==> config.mk <==
export PLATFORM = sky130hd
export DESIGN_NAME = cambus_timing
export DESIGN_NICKNAME = d
export VERILOG_FILES = /design/src/rtl/cambus_pkg.sv /design/src/rtl/cambus_lockfsm.sv /design/src/rtl/cambus_timing.sv
export SDC_FILE = /design/constraint.sdc
export NUM_CORES = 1
export LEC_CHECK = 0
export BUFFER_PORTS_ARGS = -buffer_cell sky130_fd_sc_hd__buf_2
export CORE_MARGIN = 3
export CORE_UTILIZATION = 58
export DETAILED_ROUTE_END_ITERATION = 8
export PLACE_DENSITY = 0.8
export REMOVE_ABC_BUFFERS = 1
export SYNTH_ARGS = -nofsm -noshare
export SYNTH_HDL_FRONTEND = slang
export SYNTH_SLANG_ARGS = --single-unit
==> constraint.sdc <==
create_clock -name clk -period 5.55 [get_ports clk]
set_input_delay 0.8325 -clock clk [delete_from_list [all_inputs] [get_ports clk]]
set_output_delay 0.8325 -clock clk [all_outputs]
set_load 0.005 [all_outputs]
==> src/rtl/cambus_pkg.sv <==
// Shared types and helpers for the camera-bus timing regenerator.
package cambus_pkg;

  typedef enum logic [1:0] {
    UNLOCKED = 2'd0,
    MEASURE  = 2'd1,
    VERIFY   = 2'd2,
    LOCKED   = 2'd3
  } lock_state_t;

  function automatic int tmo_width(input int timeout_cyc);
    return $clog2(timeout_cyc + 1);
  endfunction

endpackage

==> src/rtl/cambus_lockfsm.sv <==
// Lock detector: learns line length and frame height, then requires
// LOCK_FRAMES matching frames before declaring lock.
module cambus_lockfsm
  import cambus_pkg::*;
#(
  parameter int CNT_W       = 9,
  parameter int LOCK_FRAMES = 2,
  parameter int TIMEOUT_CYC = 4096
) (
  input  logic             clk,
  input  logic             rst,
  input  logic             beat_i,
  input  logic             hs_rise_i,
  input  logic             vs_rise_i,
  input  logic [CNT_W-1:0] x_i,
  input  logic [CNT_W-1:0] y_i,
  input  logic             x_sat_i,
  input  logic             y_sat_i,
  output logic             locked_nxt_o
);

  localparam int TMO_W = tmo_width(TIMEOUT_CYC);
  localparam int M_W   = $clog2(LOCK_FRAMES + 1);
  localparam logic [TMO_W-1:0] TMO_LIM = TMO_W'(TIMEOUT_CYC);
  localparam logic [M_W-1:0]   M_LIM   = M_W'(LOCK_FRAMES);

  lock_state_t      state_q, state_d;
  logic [CNT_W:0]   ref_len_q, ref_len_d;
  logic             ref_len_ok_q, ref_len_ok_d;
  logic [CNT_W-1:0] ref_lines_q, ref_lines_d;
  logic [M_W-1:0]   match_q, match_d;
  logic [TMO_W-1:0] tmo_q, tmo_d;

  logic             line_done_s, len_bad_s, sat_bad_s, frame_s, height_bad_s, timeout_s;
  logic [CNT_W:0]   line_len_s;
  logic [M_W-1:0]   match_inc_s;

  // x_i/y_i are the coordinates before this beat, so x_i+1 is the finished line's length
  assign line_done_s  = beat_i && hs_rise_i && (y_i != '0);
  assign line_len_s   = {1'b0, x_i} + (CNT_W+1)'(1);
  assign len_bad_s    = line_done_s && ref_len_ok_q && (line_len_s != ref_len_q);
  assign sat_bad_s    = beat_i && (x_sat_i || y_sat_i);
  assign frame_s      = beat_i && vs_rise_i;
  assign height_bad_s = (y_i != ref_lines_q);
  assign timeout_s    = (tmo_q >= TMO_LIM);
  assign match_inc_s  = match_q + M_W'(1);

  always_comb begin
    if (beat_i && hs_rise_i) begin
      tmo_d = '0;
    end else if (timeout_s) begin
      tmo_d = tmo_q;
    end else begin
      tmo_d = tmo_q + TMO_W'(1);
    end
  end

  always_comb begin
    state_d      = state_q;
    ref_len_d    = ref_len_q;
    ref_len_ok_d = ref_len_ok_q;
    ref_lines_d  = ref_lines_q;
    match_d      = match_q;
    if (timeout_s) begin
      state_d = UNLOCKED;
    end else begin
      case (state_q)
        UNLOCKED: begin
          if (frame_s) begin
            state_d      = MEASURE;
            ref_len_ok_d = 1'b0;
          end else begin
            state_d = UNLOCKED;
          end
        end
        MEASURE: begin
          if (len_bad_s || sat_bad_s) begin
            state_d = UNLOCKED;
          end else if (frame_s) begin
            state_d     = VERIFY;
            ref_lines_d = y_i;
            match_d     = '0;
          end else begin
            state_d = MEASURE;
          end
          if (line_done_s && !ref_len_ok_q) begin
            ref_len_d    = line_len_s;
            ref_len_ok_d = 1'b1;
          end else begin
            ref_len_ok_d = ref_len_ok_q;
          end
        end
        VERIFY: begin
          if (len_bad_s || sat_bad_s || (frame_s && height_bad_s)) begin
            state_d = UNLOCKED;
          end else if (frame_s && (match_inc_s == M_LIM)) begin
            state_d = LOCKED;
          end else if (frame_s) begin
            match_d = match_inc_s;
          end else begin
            state_d = VERIFY;
          end
        end
        LOCKED: begin
          if (len_bad_s || sat_bad_s || (frame_s && height_bad_s)) begin
            state_d = UNLOCKED;
          end else begin
            state_d = LOCKED;
          end
        end
        default: begin
          state_d = UNLOCKED;
        end
      endcase
    end
  end

  always_ff @(posedge clk) begin
    if (rst) begin
      state_q      <= UNLOCKED;
      ref_len_q    <= '0;
      ref_len_ok_q <= 1'b0;
      ref_lines_q  <= '0;
      match_q      <= '0;
      tmo_q        <= '0;
    end else begin
      state_q      <= state_d;
      ref_len_q    <= ref_len_d;
      ref_len_ok_q <= ref_len_ok_d;
      ref_lines_q  <= ref_lines_d;
      match_q      <= match_d;
      tmo_q        <= tmo_d;
    end
  end

  assign locked_nxt_o = (state_d == LOCKED);

endmodule

==> src/rtl/cambus_timing.sv <==
// Regenerates pixel coordinates, blanking and lock status for a strobed
// camera stream that is already in the system clock domain.
module cambus_timing
  import cambus_pkg::*;
#(
  parameter int PIX_W       = 12,
  parameter int CNT_W       = 9,
  parameter int H_ACTIVE    = 320,
  parameter int V_FIRST     = 1,
  parameter int V_ACTIVE    = 256,
  parameter int LOCK_FRAMES = 2,
  parameter int TIMEOUT_CYC = 4096
) (
  input  logic             clk,
  input  logic             rst,
  input  logic             in_valid,
  input  logic [PIX_W-1:0] in_pixel,
  input  logic             in_hsync,
  input  logic             in_vsync,
  input  logic             test_pattern,
  output logic             out_valid,
  output logic [PIX_W-1:0] out_pixel,
  output logic [CNT_W-1:0] out_x,
  output logic [CNT_W-1:0] out_y,
  output logic             out_hblank,
  output logic             out_vblank,
  output logic             out_visible,
  output logic             out_locked,
  output logic             out_sof
);

  localparam logic [CNT_W-1:0] CNT_MAX = {CNT_W{1'b1}};
  localparam logic [CNT_W:0]   H_END   = (CNT_W+1)'(H_ACTIVE);
  localparam logic [CNT_W:0]   V_LO    = (CNT_W+1)'(V_FIRST);
  localparam logic [CNT_W:0]   V_HI    = (CNT_W+1)'(V_FIRST + V_ACTIVE);

  logic             last_hs_q, last_vs_q;
  logic [CNT_W-1:0] x_q, x_d, y_q, y_d;
  logic             valid_q, hblank_q, vblank_q, visible_q, locked_q, sof_q;
  logic [PIX_W-1:0] pixel_q;

  logic             hs_rise_s, vs_rise_s, x_sat_s, y_sat_s, lock_nxt_s;
  logic             h_vis_s, v_vis_s, vis_s, sof_s;
  logic [CNT_W:0]   sum_s;
  logic [PIX_W-1:0] pix_s;

  assign hs_rise_s = in_valid && in_hsync && !last_hs_q;
  assign vs_rise_s = in_valid && in_vsync && !last_vs_q;
  assign x_sat_s   = in_valid && !hs_rise_s && (x_q == CNT_MAX);
  assign y_sat_s   = hs_rise_s && !vs_rise_s && (y_q == CNT_MAX);

  always_comb begin
    if (!in_valid) begin
      x_d = x_q;
    end else if (hs_rise_s) begin
      x_d = '0;
    end else if (x_q == CNT_MAX) begin
      x_d = x_q;
    end else begin
      x_d = x_q + CNT_W'(1);
    end
    // vsync restarts the frame even when hsync rises on the same beat
    if (!in_valid) begin
      y_d = y_q;
    end else if (vs_rise_s) begin
      y_d = '0;
    end else if (hs_rise_s && (y_q != CNT_MAX)) begin
      y_d = y_q + CNT_W'(1);
    end else begin
      y_d = y_q;
    end
  end

  cambus_lockfsm #(
    .CNT_W       (CNT_W),
    .LOCK_FRAMES (LOCK_FRAMES),
    .TIMEOUT_CYC (TIMEOUT_CYC)
  ) u_lockfsm (
    .clk          (clk),
    .rst          (rst),
    .beat_i       (in_valid),
    .hs_rise_i    (hs_rise_s),
    .vs_rise_i    (vs_rise_s),
    .x_i          (x_q),
    .y_i          (y_q),
    .x_sat_i      (x_sat_s),
    .y_sat_i      (y_sat_s),
    .locked_nxt_o (lock_nxt_s)
  );

  assign h_vis_s = ({1'b0, x_d} < H_END);
  assign v_vis_s = ({1'b0, y_d} >= V_LO) && ({1'b0, y_d} < V_HI);
  assign vis_s   = h_vis_s && v_vis_s && lock_nxt_s;
  assign sum_s   = {1'b0, x_d} + {1'b0, y_d};
  assign sof_s   = vis_s && (x_d == '0) && (y_d == CNT_W'(V_FIRST));

  always_comb begin
    if (!vis_s) begin
      pix_s = '0;
    end else if (test_pattern) begin
      pix_s = PIX_W'(sum_s);
    end else begin
      pix_s = in_pixel;
    end
  end

  // Beat-aligned output stage; locked tracks the FSM every cycle so a timeout drops it without a beat
  always_ff @(posedge clk) begin
    if (rst) begin
      last_hs_q <= 1'b0;
      last_vs_q <= 1'b0;
      x_q       <= '0;
      y_q       <= '0;
      valid_q   <= 1'b0;
      pixel_q   <= '0;
      hblank_q  <= 1'b1;
      vblank_q  <= 1'b1;
      visible_q <= 1'b0;
      locked_q  <= 1'b0;
      sof_q     <= 1'b0;
    end else begin
      x_q      <= x_d;
      y_q      <= y_d;
      valid_q  <= in_valid;
      locked_q <= lock_nxt_s;
      if (in_valid) begin
        last_hs_q <= in_hsync;
        last_vs_q <= in_vsync;
        pixel_q   <= pix_s;
        hblank_q  <= !h_vis_s || !lock_nxt_s;
        vblank_q  <= !v_vis_s || !lock_nxt_s;
        visible_q <= vis_s;
        sof_q     <= sof_s;
      end
    end
  end

  assign out_valid   = valid_q;
  assign out_pixel   = pixel_q;
  assign out_x       = x_q;
  assign out_y       = y_q;
  assign out_hblank  = hblank_q;
  assign out_vblank  = vblank_q;
  assign out_visible = visible_q;
  assign out_locked  = locked_q;
  assign out_sof     = sof_q;

endmodule

==> flow_summary.ini <==
[grt]
gr-usage-met2_pct = 40.0
grt_pass1_vias = 3522
grt_pass1_wl_um = 16300
overflow = 0
grt_use_total_pct = 23.9
antenna_found_initial = 0
top_usage_layer = met2
grt_use_met3_pct = 4.50
grt_max_degree = 50
met1_usage_pct = 30.1

[clock_network]
cts.sinks = 75
post_cts_resized = 0
clock_path_buffers = 2
clkTransAtPathRegs_ps = 80
post_cts_buffers = 0
insertion_delay_ps = 360
cts_buffers = 9
cts_tree = yes
htreeDepth = 3
cts_root_buf = clkbuf_8
hold_buffers = 0

[die]
die_area_mm2 = 0.00823
die_h_um = 90.7
die_x_um = 90.7
core_mm2 = 0.00687
io-pin-count = 54
rows = 30
initial_core_util_pct = 60.6

[synthesis]
synthArstFlopShare_pct = 0
yosys_warnings = 0
synth_seq_area_share_pct = 36.0
synth_seq_cells = 75
syn_area_mm2 = 0.00417
synthTopCellsByCount = dfxtp_1, nor2_1, nand2_1
yosysMostFrequentCell = dfxtp_1
synth-edff-count = 0
syn_area_per_cell_um2 = 8.22
synth_top_area_share_pct = 36.0
synthTopCellsByArea = dfxtp_1, nor2_1, ha_1, xor2_1, xnor2_1
yosysTopAreaCell = dfxtp_1
synth_cell_types = 59
ys.flop_type = dfxtp_1
synthCells = 507

[routing]
drcViolationCount = 0
wl_per_cell_um = 14.9
wl_um = 9660
viasPerCell = 5.62
dr.pass1.iters = 5
drt.antenna.violating_nets = 0
num_vias = 3636
drt_iter0_drc = 205

[sta]
setup_slack_ps = 1060
timing.fmax_mhz = 223
period_share_pct = 81.0
setup_viol = 0
rsz0062_at_grt = false
fin_hold_ws_ps = 443
drv_slew = 0
tns_ps = 0
slew_headroom_pct = 40.9
skew_ps = 7.75
hold_viol_final = 0
period_needed_ps = 4490
timing_worst_slew_pin_value_ps = 883

[critical_path]
cp_max_fo = 14
startpoint_type = flop
path_class = reg -> reg
crit_arrival_ps = 4780
end_kind = flop
required_ps = 5830

[pwr]
leakage_nw = 2.04
vdd_drop_max_uv = 143
powerDensity_mw_per_mm2 = 226

[run]
drv_cap = 0

[placed_design]
dp_slack_ps = 1170
gp_congestion = 0.948
numPortBuffers = 53
hpwl_um = 6970

[outcome]
status = complete, no violations

[finish]
antenna_cells = 0
fin_nets = 583
nFillCells = 610
drive_above_1_share_pct = 16.5
syn_to_final_growth_pct = 11.6

[min_path]
hold_class = reg -> reg
[layout make-up]
cell class / instances / area (um2) / share of cell area, %
clock buffer: 11 / 141 / 3.04
sequential: 75 / 1500 / 32.3
multi-input combinational: 383 / 2460 / 53.0
clock inverter: 5 / 52.6 / 1.13
tap: 96 / 120 / 2.58
timing repair buffer: 57 / 295 / 6.35
inverter: 20 / 75.1 / 1.62
[per-stage QoR]
stage                     area [um2]  utilization, %  power, W  std cells
after floorplan                 4040               -  0.000610        478
after global placement          4450            64.8  0.000640        631
after detailed placement        4450            64.8  0.000642        631
after CTS                       4650            67.7   0.00105        647
after global routing            4650            67.7   0.00109        647
final                           4650            67.7   0.00105        647
[placed cells by master, fill, tap and decap left out, types with 8 or more instances in the layout]
cell type,Yosys,final
dfxtp_1,75,75
nor2_1,64,64
nand2_1,53,53
buf_2,9,53
o21ai_0,28,28
xor2_1,25,25
a21oi_1,23,23
xnor2_1,23,23
inv_1,20,20
mux2i_1,19,19
ha_1,18,18
nor3_1,16,16
nand3_1,12,12
clkbuf_8,0,10
o21ai_2,9,9
nor4_1,8,8
[sequential cells by signal (all words and copies together), names as in the netlist, 2 cells and up]
name / count
u_lockfsm.ref_len_q: 10
out_y: 9
u_lockfsm.match_q: 2
u_lockfsm.ref_lines_q: 9
u_lockfsm.tmo_q: 13
u_lockfsm.state_q: 2
out_x: 9
out_pixel: 12
[cell families after synthesis]
family	synth area share [%]
buffers and inverters	4.87
AO/OA/AOI/OAI	14.4
flip-flops	36.0
adder cells (fa/ha/maj)	5.89
multiplexers	4.84
XOR/XNOR	10.5
AND/OR/NAND/NOR	23.5
[final timing paths]
path	slack, ps	endpoint	depth (start not counted)	startpoint
worst min register to register	440	out_visible	2	out_visible
worst max-delay path	1060	out_pixel[8]	20	out_x[0]
worst min-delay path	440	out_visible	2	out_visible
worst max register to register	1060	out_pixel[8]	20	out_x[0]
[power by group]
part	internal [W]	switching [W]
Sequential	0.000544	0.00000712
Clock	0.000218	0.000202
Combinational	0.0000300	0.0000504
Total	0.000791	0.000260
[critical path, cell delays in order (launching register included)]
cell	delay (ps)
dfxtp_1	480
ha_1	340
and3_1	250
and3_1	250
nand3_1	120
inv_1	90
ha_1	170
nand3b_1	390
nor2_1	90
a21oi_1	220
inv_1	70
ha_1	230
fa_1	420
a21o_1	190
a21o_1	200
a21oi_1	190
o21ai_0	110
a21oi_1	210
xnor2_1	160
mux2i_1	90
o21ai_0	140
[layer usage]
layer  share of wire [%]  vias up
met5                   0        -
met4                 2.1        0
met3                 5.9       18
met2                  47      110
met1                  45     1675
li1                    -     1833
No activity file was read; power rests on OpenSTA's default activity.
